## src/rtl/grid_block_painter.sv

```systemverilog
// ============================================================================
//  Module   : grid_block_painter
//  Purpose  : Paints BLOCKxBLOCK pixel blocks and full-screen black sweeps
//             through the VGA adapter write port. Optional macro: OUTLINE_EN
//             (block perimeter drawn black for a grid look).
//  Revision : 1.0  initial release
// ============================================================================
`default_nettype none

module grid_block_painter #(
  parameter int BLOCK    = 3,
  parameter int SCREEN_W = 160,
  parameter int SCREEN_H = 120,
  parameter int X_W      = 8,
  parameter int Y_W      = 7
) (
  input  logic           clk,
  input  logic           rst,
  input  logic           req_valid,
  output logic           req_ready,
  input  logic [X_W-1:0] req_x,
  input  logic [Y_W-1:0] req_y,
  input  logic [2:0]     req_colour,
  input  logic           clear_start,
  output logic           clear_done,
  output logic           busy,
  output logic [X_W-1:0] vga_x,
  output logic [Y_W-1:0] vga_y,
  output logic [2:0]     vga_colour,
  output logic           vga_plot
);

  typedef enum logic [1:0] {
    S_IDLE     = 2'd0,
    S_BLOCK    = 2'd1,
    S_CLEAR    = 2'd2,
    S_CLR_DONE = 2'd3
  } state_t;

  localparam logic [3:0]     O_LAST = 4'(BLOCK - 1);
  localparam logic [X_W-1:0] X_LAST = X_W'(SCREEN_W - 1);
  localparam logic [Y_W-1:0] Y_LAST = Y_W'(SCREEN_H - 1);
  localparam logic [X_W:0]   X_LIM  = (X_W+1)'(SCREEN_W);
  localparam logic [Y_W:0]   Y_LIM  = (Y_W+1)'(SCREEN_H);
`ifdef OUTLINE_EN
  localparam bit OUTLINE_OK = (BLOCK >= 3);
`endif

  state_t         state, state_n;
  logic [X_W-1:0] bx, bx_n;
  logic [Y_W-1:0] by, by_n;
  logic [2:0]     col, col_n;
  logic [3:0]     ox, ox_n, oy, oy_n;
  logic [X_W-1:0] cx, cx_n;
  logic [Y_W-1:0] cy, cy_n;
  logic [X_W-1:0] x_n;
  logic [Y_W-1:0] y_n;
  logic [2:0]     colour_n;
  logic           plot_n, done_n, blk_pix;
  logic [X_W:0]   sum_x;
  logic [Y_W:0]   sum_y;

  assign req_ready = (state == S_IDLE) && !clear_start;
  assign busy      = (state != S_IDLE);

  always_ff @(posedge clk or negedge rst) begin
    if (!rst) state <= S_IDLE;
    else      state <= state_n;
  end

  // Counters always describe the pixel currently presented on the vga_* registers.
  always_comb begin
    state_n  = state;
    bx_n     = bx;
    by_n     = by;
    col_n    = col;
    ox_n     = ox;
    oy_n     = oy;
    cx_n     = cx;
    cy_n     = cy;
    x_n      = vga_x;
    y_n      = vga_y;
    colour_n = vga_colour;
    plot_n   = 1'b0;
    done_n   = 1'b0;
    blk_pix  = 1'b0;
    sum_x    = '0;
    sum_y    = '0;
    case (state)
      S_IDLE: begin
        if (clear_start) begin
          state_n  = S_CLEAR;
          cx_n     = '0;
          cy_n     = '0;
          x_n      = '0;
          y_n      = '0;
          colour_n = 3'b000;
          plot_n   = 1'b1;
        end else if (req_valid) begin
          state_n = S_BLOCK;
          bx_n    = req_x;
          by_n    = req_y;
          col_n   = req_colour;
          ox_n    = 4'd0;
          oy_n    = 4'd0;
          blk_pix = 1'b1;
        end
      end
      S_BLOCK: begin
        if (ox == O_LAST && oy == O_LAST) begin
          state_n = S_IDLE;
        end else begin
          blk_pix = 1'b1;
          if (ox == O_LAST) begin
            ox_n = 4'd0;
            oy_n = oy + 4'd1;
          end else begin
            ox_n = ox + 4'd1;
          end
        end
      end
      S_CLEAR: begin
        if (cx == X_LAST && cy == Y_LAST) begin
          state_n = S_CLR_DONE;
          done_n  = 1'b1;
        end else begin
          if (cx == X_LAST) begin
            cx_n = '0;
            cy_n = cy + Y_W'(1);
          end else begin
            cx_n = cx + X_W'(1);
          end
          x_n      = cx_n;
          y_n      = cy_n;
          colour_n = 3'b000;
          plot_n   = 1'b1;
        end
      end
      S_CLR_DONE: begin
        state_n = S_IDLE;
      end
      default: state_n = S_IDLE;
    endcase

    // Extra top bit keeps off-screen pixels from wrapping back onto the screen.
    if (blk_pix) begin
      sum_x  = {1'b0, bx_n} + (X_W+1)'(ox_n);
      sum_y  = {1'b0, by_n} + (Y_W+1)'(oy_n);
      x_n    = sum_x[X_W-1:0];
      y_n    = sum_y[Y_W-1:0];
      plot_n = (sum_x < X_LIM) && (sum_y < Y_LIM);
`ifdef OUTLINE_EN
      if (OUTLINE_OK && (ox_n == 4'd0 || ox_n == O_LAST || oy_n == 4'd0 || oy_n == O_LAST))
        colour_n = 3'b000;
      else
        colour_n = col_n;
`else
      colour_n = col_n;
`endif
    end
  end

  always_ff @(posedge clk or negedge rst) begin
    if (!rst) begin
      bx         <= '0;
      by         <= '0;
      col        <= 3'b000;
      ox         <= 4'd0;
      oy         <= 4'd0;
      cx         <= '0;
      cy         <= '0;
      vga_x      <= '0;
      vga_y      <= '0;
      vga_colour <= 3'b000;
      vga_plot   <= 1'b0;
      clear_done <= 1'b0;
    end else begin
      bx         <= bx_n;
      by         <= by_n;
      col        <= col_n;
      ox         <= ox_n;
      oy         <= oy_n;
      cx         <= cx_n;
      cy         <= cy_n;
      vga_x      <= x_n;
      vga_y      <= y_n;
      vga_colour <= colour_n;
      vga_plot   <= plot_n;
      clear_done <= done_n;
    end
  end

endmodule

`default_nettype wire
```

## config.mk

```make
export PLATFORM = sky130hd
export DESIGN_NAME = grid_block_painter
export DESIGN_NICKNAME = d
export VERILOG_FILES = /design/src/rtl/grid_block_painter.sv
export SDC_FILE = /design/constraint.sdc
export NUM_CORES = 1
export LEC_CHECK = 0
export ABC_AREA = 1
export ABC_CLOCK_PERIOD_IN_PS = 8400
export CORE_ASPECT_RATIO = 1.4
export CORE_UTILIZATION = 45
export CTS_BUF_LIST = sky130_fd_sc_hd__clkbuf_16
export DETAILED_ROUTE_END_ITERATION = 8
export HOLD_SLACK_MARGIN = 0.03
export PLACE_DENSITY_LB_ADDON = 0.2
export SYNTH_ARGS = -nofsm -noshare
export SYNTH_HDL_FRONTEND = slang
export SYNTH_SLANG_ARGS = --single-unit
```

## constraint.sdc

```tcl
create_clock -name clk -period 8.4 [get_ports clk]
set_clock_uncertainty 0.2 [all_clocks]
set_input_delay 1.68 -clock clk [delete_from_list [all_inputs] [get_ports clk]]
set_output_delay 1.68 -clock clk [all_outputs]
set_load 0.005 [all_outputs]
```

# Word-level counts from Yosys, hierarchy flattened
# Cells that the tools add are included.
# word_totals
elab_cells	95
in_bits	22
latch_bits	0
mem_bits_rw	0
mem_count	0
rom_bits	0
reg_bits	63
out_inout_bits	22
# classes
add_sub_neg	6
n_div	0
eq_ne	14
shifts	0
reduce_logical	12
magnitude_cmp	2
bitwise	0
multipliers	0
mux	48
# op_table
operator	count
$mux 8	7
$mux 7	7
$mux 4	8
$mux 3	6
$pmux 4 s2	2
$pmux 8 s2	1
$pmux 7 s2	1
$add 8x4->9	1
$lt 9x8->1 const B	1
$ne 3x3->1 const B	3
$reduce_and 3->1	3
$add 4x1->4 const B	2
$add 7x4->8	1
$add 8x1->8 const B	1
$eq 4x2->1 const B	2
$eq 8x8->1 const B	1
$lt 8x7->1 const B	1
$mux 1	8
$mux 2	4
$ne 2x2->1 const B	4
$pmux 2 s4	1
$add 7x1->7 const B	1
$eq 7x7->1 const B	1
$pmux 3 s2	1
other kinds (8)	14

# Depth between registers and ports, before layout
# Gate-level depths: netlist of the first run.
# logic_depth
ltp_word	8
mapped_depth	22
depth_no_buf	21

# Least setup slack after synthesis of the first run
# No wires, ideal clock.
# synth_path
kind	input-to-reg
from	input req_valid
to	register vga_plot
n_path_buf	1
setup_time_ns	0.118
arrival_time_ns	3.670
path_stages	17
slack_ns	4.412
required_ns	8.082
path_cell_list	inv_1 -> nor2_4 -> nand2_2 -> inv_1 -> buf_2 -> nand2_1 -> nand2_1 -> ha_1 -> inv_1 -> fa_1 -> o21ai_0 -> and2_1 -> nand2_1 -> nor2_1 -> nor2_1 -> nand3_1 -> nand2_1
# synth_between
elab_chain_cells	7
elab_cells_between_ends	21
classes_between	2 x add/sub; 2 x order compare; 16 x mux; 1 x reduce/logical
# synth_lines
item	line	source
start, declared	19	input logic req_valid,
$mux 8	99	end else if (req_valid) begin
$mux 8	91	if (clear_start) begin
$mux 8	89	case (state)
via bx_n[0]	50	logic [X_W-1:0] bx, bx_n;
$add 8x4->9	147	sum_x = {1'b0, bx_n} + (X_W+1)'(ox_n);
$lt 9x8->1	151	plot_n = (sum_x < X_LIM) && (sum_y < Y_LIM);
$logic_and 1x1->1	151	
$mux 1	146	if (blk_pix) begin
via plot_n	59	logic plot_n, done_n, blk_pix;
end signal, assigned	188	vga_plot <= plot_n;
end, declared	30	output logic vga_plot
# The timed path passes the listed nets, and every way through them passes these cells.
# A chain may end at the register's enable or synchronous reset.

# Worst setup path in the final report of the first run
# layout_path
from	input clear_start
to	register vga_plot
# layout_between
elab_chain_cells	6
elab_cells_between_ends	18
classes_between	2 x add/sub; 2 x order compare; 13 x mux; 1 x reduce/logical
# layout_lines
item	line	source
start, declared	24	input logic clear_start,
$mux 4, or another cell as far along	91	
$pmux 4 s2, or another cell as far along	89	
$add 8x4->9 or $add 7x4->8 (tied branches)	147, 148	
$lt 9x8->1 or $lt 8x7->1 (tied branches)	151	
$logic_and 1x1->1	151	
$mux 1 (*)	146	
via plot_n	59	
# The timed path passes the listed nets; every way through them passes the cells marked *.

==> impl_metrics.csv, run 1 <==
group,metric,value,unit
outcome,outcome,"finished, final reports clean",
sta,post-route-period-util,59.5,%
power,peakVddDrop,121,uV
power,power.density,167,nW/um2
yosys,synth_area_per_cell,7.92,um2
sta,worstMarginPinSlew,0.947,ns
sta,maxSlewHeadroom,36.6,%
setup_path,critPathArrivalTime,5.01,ns
setup_path,cp-end-kind,"register",
placement,dp_slack,3.05,ns
setup_path,regToRegStartpoint,"state[0]$_DFFE_PN0P_",
floorplanning,die_width,75.9,um
yosys,muxShareOfSynthArea,0,%
yosys,synth_top_family_by_area,"simple AND/OR/NAND/NOR gates",
clock_network,cts_resized,0,
yosys,syn_inst,434,
setup_path,worstPathRequired,8.41,ns
clock_network,cts_tree,"yes",
placement,io_buffers,43,
clock_network,cts_setup_buffers,0,
global_route,busiest_layer,"met2",
floorplanning,boundaryPins,44,
yosys,synth-compound-area-share,10.1,%
detailed_routing,drt_first_pass_iters,6,
setup_path,r2r_cells,15,
final_layout,layout-drive-gt1-share,7.64,%
clock_network,cts_sinks,63,
yosys,ys_types,38,
global_route,met2_usage,35.7,%
placement,hpwl,5.97,mm
yosys,synthSimpleGateAreaFrac,28.9,%
yosys,ys_warn_count,0,
clock_network,clock-root-buffer,"clkbuf_16",
setup_path,start_kind,"input pin",
yosys,ys_ff_latch,63,
sta,tns,0,ns
clock_network,clockBufferDepth,2,
worst_hold_path,hold_class,"register to register",
flow_run,cap_violations,0,
yosys,synth_adder_area_share,6.26,%
detailed_routing,drt-wirelength-per-cell,14.0,um
placement,gp_congestion,0.856,
clock_network,hold_buffers,0,
final_layout,area_growth_syn_to_layout,23.1,%
setup_path,critical_path.startpoint,"clear_start",
sta,fin_crit,5.00,ns
detailed_routing,vias,2914,
global_route,grt_start_max_net_pins,64,
final_layout,antennaDiodeCount,0,
clock_network,cts.reportedPaths.clkPinSlew,0.05,ns
sta,whs,0.275,ns
yosys,synth_xor_area_share,1.78,%
clock_network,worst_skew_pair.late_latency,0.33,ns
setup_path,endpoint,"vga_plot$_DFF_PN0_",
detailed_routing,drt_iter0_markers,138,
global_route,track_usage,22.5,%
global_route,antenna_found_initial,0,
detailed_routing,drt-total-wl,8.15,mm
floorplanning,num_rows,37,
power,p_leak,2.09,nW
global_route,globalRouteMet1Util,28.7,%
global_route,grtUsageMet3,5.16,%
yosys,synth_area,3440,um2
detailed_routing,viasPerCell,5.02,
detailed_routing,post-route-drc-count,0,
sta,setup_viol,0,
yosys,syn-num-nets,472,
setup_path,rrSetupSlack,4.84,ns
setup_path,r2r_end,"vga_plot$_DFF_PN0_",
floorplanning,core,7360,um2
sta,rsz0062_at_grt,"false",
sta,fin_ws,3.40,ns
global_route,grt_pass1_vias,2875,
clock_network,cts_max_level,3,
detailed_routing,detail-route-antenna-nets,0,
floorplanning,die_area,8000,um2
sta,max_freq,0.200,GHz
final_layout,layout.nets,517,
yosys,ys_seq_area_share,45.9,%
sta,hold_viol,0,
clock_network,cts_buffers,9,
global_route,grt_pass1_wl,13.2,mm
global_route,grt-ovfl-total,0,
setup_path,critPathMaxFanout,22,
floorplanning,die_h,105,um
setup_path,path_class,"input pin to register",
sta,slew_violations,0,
floorplanning,start_util,46.7,%
[flip-flops by register name (all words and copies together) (netlist names)]
register / cells
vga_y: 7
col: 3
by: 7
state: 2
ox: 4
cy: 7
vga_x: 8
bx: 8
oy: 4
clear_done: 1
vga_plot: 1
vga_colour: 3
cx: 8
[synthesized netlist by cell type]
master | n | share of area [%]
a21oi_1 | 11 | 1.6
a22o_1 | 3 | 0.76
a31o_2 | 1 | 0.25
and2_1 | 1 | 0.18
buf_2 | 4 | 0.58
buf_4 | 4 | 0.87
buf_6 | 1 | 0.33
clkbuf_1 | 1 | 0.11
clkinv_1 | 1 | 0.11
dfrtp_1 | 63 | 46
fa_1 | 2 | 1.2
ha_1 | 14 | 5.1
inv_1 | 43 | 4.7
inv_2 | 4 | 0.44
nand2_1 | 139 | 15
nand2_2 | 9 | 1.6
nand2_4 | 1 | 0.33
nand3_1 | 35 | 5.1
nand3_2 | 1 | 0.29
nand3b_1 | 3 | 0.65
nand4_1 | 4 | 0.73
nor2_1 | 27 | 2.9
nor2_2 | 2 | 0.36
nor2_4 | 1 | 0.33
nor3_1 | 3 | 0.44
nor4_1 | 1 | 0.18
o2111ai_1 | 1 | 0.25
o211ai_1 | 6 | 1.3
o21a_1 | 1 | 0.22
o21ai_0 | 32 | 4.7
o21ai_1 | 1 | 0.15
o21ai_2 | 1 | 0.25
o221ai_1 | 1 | 0.25
o22ai_1 | 2 | 0.36
or2_1 | 1 | 0.18
or2_2 | 2 | 0.36
xnor2_1 | 2 | 0.51
xor2_1 | 5 | 1.3
[through the flow]
stage | instances | power [W] | utilization, % | area [um2]
final | 581 | 0.000707 | 57.5 | 4230
after global routing | 581 | 0.000730 | 57.5 | 4230
after CTS | 581 | 0.000712 | 57.5 | 4230
after detailed placement | 565 | 0.000328 | 53.4 | 3930
after global placement | 565 | 0.000328 | 53.4 | 3930
after floorplan | 434 | 0.000310 | - | 3440
[worst max-delay path: stages]
cell and delay (ns):
clkdlybuf4s50_1 0.56, nor2_4 0.10, nand2_2 0.33, inv_1 0.31, nor2_2 0.52, nand2_1 0.10
o21a_1 0.16, fa_1 0.43, o21ai_0 0.29, and2_1 0.20, nand2_1 0.07, nor2_1 0.08
nor2_1 0.05, nand3_1 0.07, nand2_1 0.04
[cell usage in the layout (no fill, tap or decap), types with 2 or more instances in the layout]
cell,synthesis,layout
nand2_1,139,139
dfrtp_1,63,63
inv_1,43,46
clkdlybuf4s50_1,0,42
nand3_1,35,35
o21ai_0,32,32
nor2_1,27,27
ha_1,14,14
a21oi_1,11,11
nand2_2,9,9
clkbuf_16,0,9
o211ai_1,6,6
xor2_1,5,5
inv_2,4,4
nand4_1,4,4
nand3b_1,3,3
nor3_1,3,3
a22o_1,3,3
nor2_2,2,2
xnor2_1,2,2
o22ai_1,2,2
or2_2,2,2
fa_1,2,2
clkinv_2,0,2
bufinv_16,0,2
[logic make-up after synthesis]
family / after synthesis
buf+inv: 58
fa+ha+maj: 16
xor+xnor: 7
flops: 63
simple gates: 230
compound gates: 60
[where the power goes]
part           leakage, nW  switching (W)  internal, W
logic                 1.21     0.00000927   0.00000906
clock network        0.163       0.000130     0.000255
registers            0.720              0     0.000304
total                 2.09       0.000139     0.000568
[per-layer routing]
layer | up-vias | share of wire [%]
li1 | 1494 | -
met1 | 1362 | 46
met2 | 47 | 49
met3 | 11 | 3.4
met4 | 0 | 1.5
met5 | - | 0
[worst min-delay path by stage]
stage	depth (start not counted)	end	from	slack, ns
after floorplan	2	col[0]$_DFF_PN0_	col[0]$_DFF_PN0_	0.25
after global routing	2	col[0]$_DFF_PN0_	col[0]$_DFF_PN0_	0.30
after detailed placement	2	vga_y[4]$_DFFE_PN0P_	vga_y[4]$_DFFE_PN0P_	0.27
after CTS	2	by[3]$_DFF_PN0_	by[3]$_DFF_PN0_	0.28
after global placement	2	by[3]$_DFF_PN0_	by[3]$_DFF_PN0_	0.26
final	2	col[1]$_DFF_PN0_	col[1]$_DFF_PN0_	0.28
[area by class of cell]
| cell class | instances | area [um2] |
|---|---|---|
| clock buffer | 9 | 225 |
| fill | 661 | 3130 |
| inverter | 48 | 180 |
| multi-input combinational | 313 | 1620 |
| clock inverter | 7 | 81.3 |
| timing repair buffer | 44 | 433 |
| tap | 97 | 121 |
| sequential | 63 | 1580 |
Power figures use the tool's default switching activity.
==> run 2: changes to the inputs <==
--- a/config.mk
+++ b/config.mk
@@ -6,7 +6,7 @@
 export NUM_CORES = 1
 export LEC_CHECK = 0
 export ABC_AREA = 1
-export ABC_CLOCK_PERIOD_IN_PS = 8400
+export ABC_CLOCK_PERIOD_IN_PS = 4760
 export CORE_ASPECT_RATIO = 1.4
 export CORE_UTILIZATION = 45
 export CTS_BUF_LIST = sky130_fd_sc_hd__clkbuf_16
==> constraint.sdc (replaced) <==
create_clock -name clk -period 4.76 [get_ports clk]
set_clock_uncertainty 0.2 [all_clocks]
set_input_delay 0.952 -clock clk [delete_from_list [all_inputs] [get_ports clk]]
set_output_delay 0.952 -clock clk [all_outputs]
set_load 0.005 [all_outputs]
==> run 2 against run 1 <==
Power increased by 68%. Critical path depth grew 2. Core utilization is essentially flat. Wire length decreased by 2.9%. Flip-flop and latch count unchanged. First-iteration DRC count down 18%. Die area did not move. Worst hold slack better by 0.00081 ns. Worst setup slack worse by 2.4 ns. Via count is 2.8% higher.
==> impl_metrics.csv, run 2 (same netlist as run 1, synthesis figures left out) <==
group,metric,value,unit
setup_path,cp-end-kind,"register",
setup_path,worstPathRequired,4.83,ns
setup_path,regToRegStartpoint,"state[0]$_DFFE_PN0P_",
power,peakVddDrop,288,uV
sta,hold_viol,0,
power,switchingPower,0.000240,W
floorplanning,die_width,75.9,um
global_route,grt_start_max_net_pins,42,
final_layout,multi_input_area,1620,um2
global_route,track_usage,22.1,%
sta,fin_ws,1.05,ns
setup_path,path_class,"input pin to register",
placement,place_inst,568,
outcome,outcome,"finished, final reports clean",
global_route,antenna_found_initial,0,
clock_network,cts_tree,"yes",
placement,hpwl,5.97,mm
detailed_routing,drt_iter0_markers,113,
power,p_sw_share,20.2,%
clock_network,clock-root-buffer,"clkbuf_16",
clock_network,cts_sinks,63,
clock_network,cts_buffers,9,
sta,slew_violations,0,
clock_network,cts_resized,0,
power,sequentialPowerShare,45.2,%
final_layout,top_regs,"bx: 8 flops, cx: 8 flops, vga_x: 8 flops",
power,clock_power_share,52.1,%
final_layout,area_growth_syn_to_layout,23.1,%
setup_path,critPathMaxFanout,13,
final_layout,stdcell_count,584,
clock_network,cts.reportedPaths.clkPinSlew,0.05,ns
setup_path,start_kind,"input pin",
global_route,grt-ovfl-total,0,
sta,worstMarginPinSlew,0.915,ns
setup_path,critical_path.startpoint,"clear_start",
detailed_routing,drt-wirelength-per-cell,13.5,um
floorplanning,core,7360,um2
flow_run,cap_violations,0,
final_layout,fillers,670,
floorplanning,die_h,105,um
worst_hold_path,hp-start,"col[1]$_DFF_PN0_",
detailed_routing,viasPerCell,5.13,
power,intPower,0.000948,W
clock_network,hold_buffers,0,
final_layout,final_cell_mix,"nand2_1, dfrtp_1, inv_1",
sta,rsz0062_at_grt,"false",
sta,fin_crit,3.71,ns
sta,tns,0,ns
final_layout,layout-drive-gt1-share,8.21,%
clock_network,cts_max_level,3,
sta,max_freq,0.269,GHz
clock_network,cts_setup_buffers,0,
global_route,grt_pass1_wl,13.0,mm
final_layout,final_common_cell,"nand2_1",
final_layout,antennaDiodeCount,0,
clock_network,clockBufferDepth,2,
setup_path,critPathArrivalTime,3.78,ns
placement,gp_congestion,0.801,
sta,maxSlewHeadroom,39.0,%
power,total_power,0.00119,W
sta,setup_viol,0,
detailed_routing,drt-total-wl,7.91,mm
detailed_routing,vias,2995,
placement,dp_slack,0.661,ns
floorplanning,start_util,46.7,%
final_layout,register_area,1580,um2
clock_network,worst_skew_pair.late_latency,0.33,ns
sta,post-route-period-util,78.0,%
power,comb_power_share,2.7,%
detailed_routing,drt_first_pass_iters,4,
detailed_routing,post-route-drc-count,0,
power,p_leak,2.09,nW
floorplanning,die_area,8000,um2
worst_hold_path,hold_class,"register to register",
final_layout,layout.nets,520,
floorplanning,num_rows,37,
floorplanning,boundaryPins,44,
global_route,grt_pass1_vias,2786,
power,power.density,281,nW/um2
detailed_routing,detail-route-antenna-nets,0,
sta,whs,0.276,ns
placement,io_buffers,43,
## run 2: cell types whose count changed in the layout (fill, tap and decap cells not counted)
| cell | before | now |
|---|---|---|
| clkinv_2 | 2 | 3 |
| bufinv_16 | 2 | 1 |
| inv_1 | 46 | 45 |
| clkinv_1 | 1 | 2 |
| buf_4 | 1 | 4 |
## run 2: per-stage QoR
step / cell area (um2) / util (%)
2_1_floorplan: 3440 / -
3_3_place_gp: 3950 / 53.7
3_5_place_dp: 3950 / 53.7
4_1_cts: 4230 / 57.5
5_1_grt: 4230 / 57.5
6_report: 4230 / 57.5
## run 2: layout make-up
cell class / instances / area share, %
flip-flops and latches: 63 / 37.3
clock inverters: 7 / 1.33
clock buffers: 9 / 5.32
well taps: 97 / 2.87
multi-input cells: 313 / 38.2
inverters: 48 / 4.26
repair buffers: 47 / 10.8
## run 2: metal layers
layer  share of wire (%)  track usage [%]  vias up
li1                    -                -     1500
met2                  50             36.2       66
met1                  44             28.0     1423
met3                 4.4             5.45        6
met5                   0                0        -
met4                 1.1             7.14        0
## run 2: power by group through the flow
| stage | Combinational (W) | Sequential, W | Clock [W] |
|---|---|---|---|
| after global routing | 0.0000364 | 0.000536 | 0.000656 |
| final | 0.0000324 | 0.000536 | 0.000619 |
| after CTS | 0.0000337 | 0.000536 | 0.000630 |
| after floorplan | 0.00000223 | 0.000545 | 0 |
| after global placement | 0.0000332 | 0.000545 | 0 |
| after detailed placement | 0.0000335 | 0.000545 | 0 |
## run 2: path summary, 6_finish.rpt
| path | end | slack (ns) | cells past startpoint |
|---|---|---|---|
| max in group asynchronous | cx[6]$_DFFE_PN0P_ | 2.95 | 2 |
| min reg2reg | col[1]$_DFF_PN0_ | 0.28 | 2 |
| max | vga_plot$_DFF_PN0_ | 1.05 | 17 |
| min | col[1]$_DFF_PN0_ | 0.28 | 2 |
| max reg2reg | vga_plot$_DFF_PN0_ | 1.58 | 16 |
| min in group asynchronous | bx[2]$_DFF_PN0_ | 0.56 | 1 |
## run 2: worst max-delay path, stage by stage
cell and delay (ns):
clkdlybuf4s50_1 0.49, nor2_4 0.27, nand2_2 0.08, inv_1 0.33
nand2_1 0.09, nand2_1 0.10, ha_1 0.17, inv_1 0.05
fa_1 0.39, o21ai_0 0.27, and2_1 0.20, nand2_1 0.07
nand2_1 0.09, nand2_1 0.05, nand2_1 0.06, nand3_1 0.06
nand2_1 0.06
